File: src/rtl/alu_pkg.sv
// Shared ALU definitions: opcode encodings and the multiply sequencer state type.
package alu_pkg;

    localparam int unsigned ALU_OP_W = 4;

    localparam logic [ALU_OP_W-1:0] ALU_AND = 4'b0000;
    localparam logic [ALU_OP_W-1:0] ALU_ADD = 4'b0010;
    localparam logic [ALU_OP_W-1:0] ALU_EQ  = 4'b0110;
    localparam logic [ALU_OP_W-1:0] ALU_LT  = 4'b0111;

    typedef enum logic [1:0] {
        IDLE = 2'd0,
        RUN  = 2'd1,
        DONE = 2'd2
    } mul_state_e;

endpackage

File: src/rtl/alu_mul_seq.sv
// Shift-and-add multiplier that borrows the shared ALU for each partial-product add.
// Produces the low DATA_WIDTH bits of MulA*MulB.
module alu_mul_seq
    import alu_pkg::*;
#(
    parameter int unsigned DATA_WIDTH    = 32,
    parameter int unsigned OPCODE_LENGTH = 4
) (
    input  logic                     clk,
    input  logic                     reset,
    input  logic                     start,
    input  logic [DATA_WIDTH-1:0]    MulA,
    input  logic [DATA_WIDTH-1:0]    MulB,
    output logic                     ready,
    output logic                     done,
    output logic [DATA_WIDTH-1:0]    Product,
    output logic                     AluReq,
    input  logic                     AluGnt,
    output logic [DATA_WIDTH-1:0]    AluSrcA,
    output logic [DATA_WIDTH-1:0]    AluSrcB,
    output logic [OPCODE_LENGTH-1:0] AluOperation,
    input  logic [DATA_WIDTH-1:0]    AluResult
);

    mul_state_e state_q, state_d;

    logic [DATA_WIDTH-1:0] acc_q, acc_d;
    logic [DATA_WIDTH-1:0] mcand_q, mcand_d;
    logic [DATA_WIDTH-1:0] mplier_q, mplier_d;
    logic [DATA_WIDTH-1:0] product_q, product_d;

    // State register
    always_ff @(posedge clk or posedge reset) begin
        if (reset) begin
            state_q <= IDLE;
        end else begin
            state_q <= state_d;
        end
    end

    // Datapath registers
    always_ff @(posedge clk or posedge reset) begin
        if (reset) begin
            acc_q     <= '0;
            mcand_q   <= '0;
            mplier_q  <= '0;
            product_q <= '0;
        end else begin
            acc_q     <= acc_d;
            mcand_q   <= mcand_d;
            mplier_q  <= mplier_d;
            product_q <= product_d;
        end
    end

    // Next state and datapath update; a requested add with no grant holds everything
    always_comb begin
        state_d   = state_q;
        acc_d     = acc_q;
        mcand_d   = mcand_q;
        mplier_d  = mplier_q;
        product_d = product_q;
        case (state_q)
            IDLE: begin
                if (start) begin
                    acc_d    = '0;
                    mcand_d  = MulA;
                    mplier_d = MulB;
                    state_d  = RUN;
                end
            end
            RUN: begin
                if (mplier_q == '0) begin
                    product_d = acc_q;
                    state_d   = DONE;
                end else if (!mplier_q[0] || AluGnt) begin
                    if (mplier_q[0]) begin
                        acc_d = AluResult;
                    end
                    mcand_d  = {mcand_q[DATA_WIDTH-2:0], 1'b0};
                    mplier_d = {1'b0, mplier_q[DATA_WIDTH-1:1]};
                end
            end
            DONE: begin
                state_d = IDLE;
            end
            default: begin
                state_d = IDLE;
            end
        endcase
    end

    // Outputs; ALU operands are parked at zero/AND whenever no add is requested
    always_comb begin
        ready        = (state_q == IDLE);
        done         = (state_q == DONE);
        AluReq       = 1'b0;
        AluSrcA      = '0;
        AluSrcB      = '0;
        AluOperation = OPCODE_LENGTH'(ALU_AND);
        if ((state_q == RUN) && mplier_q[0]) begin
            AluReq       = 1'b1;
            AluSrcA      = acc_q;
            AluSrcB      = mcand_q;
            AluOperation = OPCODE_LENGTH'(ALU_ADD);
        end
    end

    assign Product = product_q;

endmodule

File: config.mk
export PLATFORM = sky130hd
export DESIGN_NAME = alu_mul_seq
export DESIGN_NICKNAME = d
export VERILOG_FILES = /design/src/rtl/alu_pkg.sv /design/src/rtl/alu_mul_seq.sv
export SDC_FILE = /design/constraint.sdc
export NUM_CORES = 1
export LEC_CHECK = 0
export BUFFER_PORTS_ARGS = -buffer_cell sky130_fd_sc_hd__buf_2
export CAP_MARGIN = 20
export CORE_UTILIZATION = 35
export CTS_BUF_LIST = sky130_fd_sc_hd__clkbuf_8
export DETAILED_ROUTE_END_ITERATION = 10
export GPL_TIMING_DRIVEN = 0
export PLACE_DENSITY_LB_ADDON = 0.25
export SYNTH_ARGS = -nofsm -noshare
export SYNTH_HDL_FRONTEND = slang
export SYNTH_SLANG_ARGS = --single-unit
File: constraint.sdc
create_clock -name clk -period 4.97 [get_ports clk]
set_clock_uncertainty 0.1 [all_clocks]
set_input_delay 0.7455 -clock clk [delete_from_list [all_inputs] [get_ports clk]]
set_output_delay 0.7455 -clock clk [all_outputs]
set_load 0.05 [all_outputs]
==> key figures <==
Clocking
  • H-tree lvl count: 4
  • Clock slew at reported path FFs: 0.08 ns
  • Postcts setup bufs: 0
  • Cts bufs inserted: 17
  • CTS Root Buffer Type: clkbuf_8
  • Clock Tree Buf Depth: 2
  • Clk Latency, worst-skew pair: approximately 0.47 ns
  • CTS tree: yes
  • CTS Sinks: 130
  • Post-CTS sizing: 0
  • Hold Buf Count CTS: 0

Setup path
  • Crit. End Element: output pin
  • Worst EP required: 4.12 ns
  • Worst path arrival time: between 2 and 3 ns
  • Critical setup path kind: register to output pin
  • Crit path launch type: register
  • Worst-path fanout max: 10

Detailed routing
  • Drt first pass iters: 4
  • Via Count: 6993
  • Drt total wl: roughly 23000 µm
  • Iter 0 DRT Violations: 452
  • Routed Antenna Nets: 0
  • Vias per cell: 5.379
  • Drc violations: 0
  • Drt wl/cell: 17.72 µm

Yosys
  • Main combinational cell family by area after synthesis: simple AND/OR/NAND/NOR gates
  • Number of synthesized flops with an enable pin: 0
  • Post-synthesis simple-gate area fraction: 0.1994
  • Seq/Total Area, Yosys: 0.4336
  • Ys flop type: dfrtp_1
  • XOR/XNOR share of the synthesized area: 0
  • Warnings from Yosys: 0
  • Avg Cell Area, Syn: 9.510 µm²
  • Mapped Area: 7503 µm²
  • Synth cell types: 35
  • Compound-Gate Fraction of Synth Area: 0.1591
  • Mux cell area share after synthesis: 0.1396
  • Cells after Synth: 789
  • Synth async-reset ratio: 1.000
  • Synth Area in Adders: 0
  • Flops & latches, synth: 130

Global route
  • GRT Residual Overflow: 0
  • GRT Util Overall: 0.2148
  • Vias in the first global route: 6871
  • Largest net degree at the start of global routing: 67
  • Initial antenna violation count: 2
  • Global-route wire length before repair: 37080 µm

Finish
  • Ratio of cells with drive above 1 in the final layout: 0.3118
  • Layout area overhead: 23.29%
  • Leading cell type in the layout, fill and taps excluded: buf_2
  • Nets: 1110
  • # fillers: ~2100
  • Most frequent cells in the layout: buf_2 (207), dfrtp_1 (130), nand3_1 (93)
  • Final core occ: 0.4401

Status
  • Status: finished, final reports clean

STA
  • Final worst-path cycle share: 0.7198
  • Max Clk Rate: roughly 0.28 GHz
  • Setup ws final: 1.393 ns
  • Final-report setup violation count: 0
  • Relative slew slack: 0.5359
  • Final min period: between 3 and 4 ns
  • Least-Margin Pin Slew: 0.6961 ns
  • RSZ-0062 raised after global routing: no
  • Pins over their slew limit: 0
  • Hold Vio Cnt, Final: 0

Floorplan
  • Io pins: 203
  • Core Area: 21020 µm²
  • Die span in x: ~150 µm
  • Initial core utilization: 0.3569
  • Row Count: 53
  • Die footprint: 22030 µm²
  • Die height: 148.4 µm

Place
  • PortBufs: 199
  • Routability cong.: 0.8430
  • DP Worst Slack: about 1.8 ns
  • Dpl hpwl: 15980 µm

Min path
  • Hold Path Class: input port to async pin

Run
  • Max-cap viol count: 0

Pwr
  • Leakage: 4.436 nW
  • Maximum VDD drop: ~0.00023 V
  • Power Dens Cells: 656.7 nW/µm²
registers in the layout (all words and copies together), names as in the netlist:
name      flops
Product      32
acc_q        32
mcand_q      32
mplier_q     32
state_q       2
cell usage after synthesis (2+ instances only):
cell / number / area [µm²]
and4_1: 2 / 17.52
a31oi_1: 32 / 200.2
nor2b_1: 4 / 25.02
buf_4: 4 / 30.03
inv_1: 37 / 138.9
mux2_2: 64 / 720.7
nor2_1: 3 / 11.26
nand3_1: 93 / 465.5
nor4_2: 4 / 50.05
buf_6: 3 / 33.78
buf_2: 8 / 40.04
a32o_1: 31 / 310.3
nor4_1: 4 / 25.02
dfrtp_1: 130 / 3253
o31ai_1: 2 / 15.01
nand4_1: 33 / 206.5
mux2_1: 29 / 326.6
o21ai_0: 33 / 165.2
and2_1: 64 / 400.4
buf_1: 3 / 11.26
clkbuf_1: 68 / 255.2
nand2_1: 64 / 240.2
o211ai_1: 61 / 457.9
nand2b_1: 2 / 12.51
power by group:
part,switching [W],leakage (nW),internal (W)
Clock,0.000485,0.176,0.000378
Sequential,0.000321,1.70,0.00147
Combinational,0.00239,2.56,0.00103
Total,0.00319,4.44,0.00288
critical path, stage by stage (launching register included):
cell and delay [ns]:
dfrtp_1 0.37, clkbuf_1 0.18, and3b_1 0.29, clkbuf_1 0.55, clkbuf_1 0.42, and2_1 0.20, buf_2 0.27
kinds of logic (layout without fill, tap and decap cells):
group,Yosys count,in the layout
and+or+nand+nor,277,277
AOI/OAI and AO/OA,165,165
muxes,93,93
DFF,130,130
other,1,5
buffers and inverters,123,355
metrics by stage:
| stage | TNS (ns) | instances | area (µm²) | hold slack, ns | total power [W] |
|---|---|---|---|---|---|
| 2_1_floorplan | 0 | 791 | 7511 | 0.3766 | 0.004296 |
| 3_3_place_gp | -162.77 | 1265 | 8851 | 0.3624 | 0.005200 |
| 3_5_place_dp | 0 | 1266 | 8884 | 0.3736 | 0.005237 |
| 4_1_cts | 0 | 1298 | 9246 | 0.2786 | 0.006104 |
| 5_1_grt | 0 | 1300 | 9251 | 0.2878 | 0.006499 |
| 6_report | 0 | 1300 | 9251 | 0.2524 | 0.006075 |
cell type report:
class / instances / area (µm²) / area share
Clock inverter: 13 / 101.3 / 0.01095
Antenna cell: 2 / 5.005 / 0.0005410
Clock buffer: 19 / 261.5 / 0.02827
Buffer: 86 / 370.4 / 0.04003
Sequential cell: 130 / 3253 / 0.3516
Tap cell: 275 / 344.1 / 0.03719
Multi-Input combinational cell: 538 / 3749 / 0.4052
Timing Repair Buffer: 200 / 1023 / 0.1106
Inverter: 37 / 143.9 / 0.01555
path summary, 6_finish.rpt:
check,from,end,slack (ns),cells after the start
worst max-delay path,state_q[1]$_DFFE_PP0P_,AluSrcA[10],1.39,6
worst min-delay path,reset,mcand_q[24]$_DFFE_PP0P_,0.25,2
worst max register to register,mplier_q[12]$_DFFE_PP0P_,Product[1]$_DFFE_PP0P_,2.14,5
worst min register to register,Product[23]$_DFFE_PP0P_,Product[23]$_DFFE_PP0P_,0.38,1
max in group asynchronous,reset,mplier_q[15]$_DFFE_PP0P_,3.76,3
min in group clk,Product[23]$_DFFE_PP0P_,Product[23]$_DFFE_PP0P_,0.38,1
layer usage:
layer | wire, µm | GRT usage | up-vias
met4 | 409 | 0.07835 | 0
met1 | 10750 | 0.2961 | 3371
li1 | - | - | 3328
met2 | 10540 | 0.3336 | 262
met5 | 0 | 0 | -
met3 | 1342 | 0.04080 | 32
Note: power is estimated with default switching activity, not from simulation.
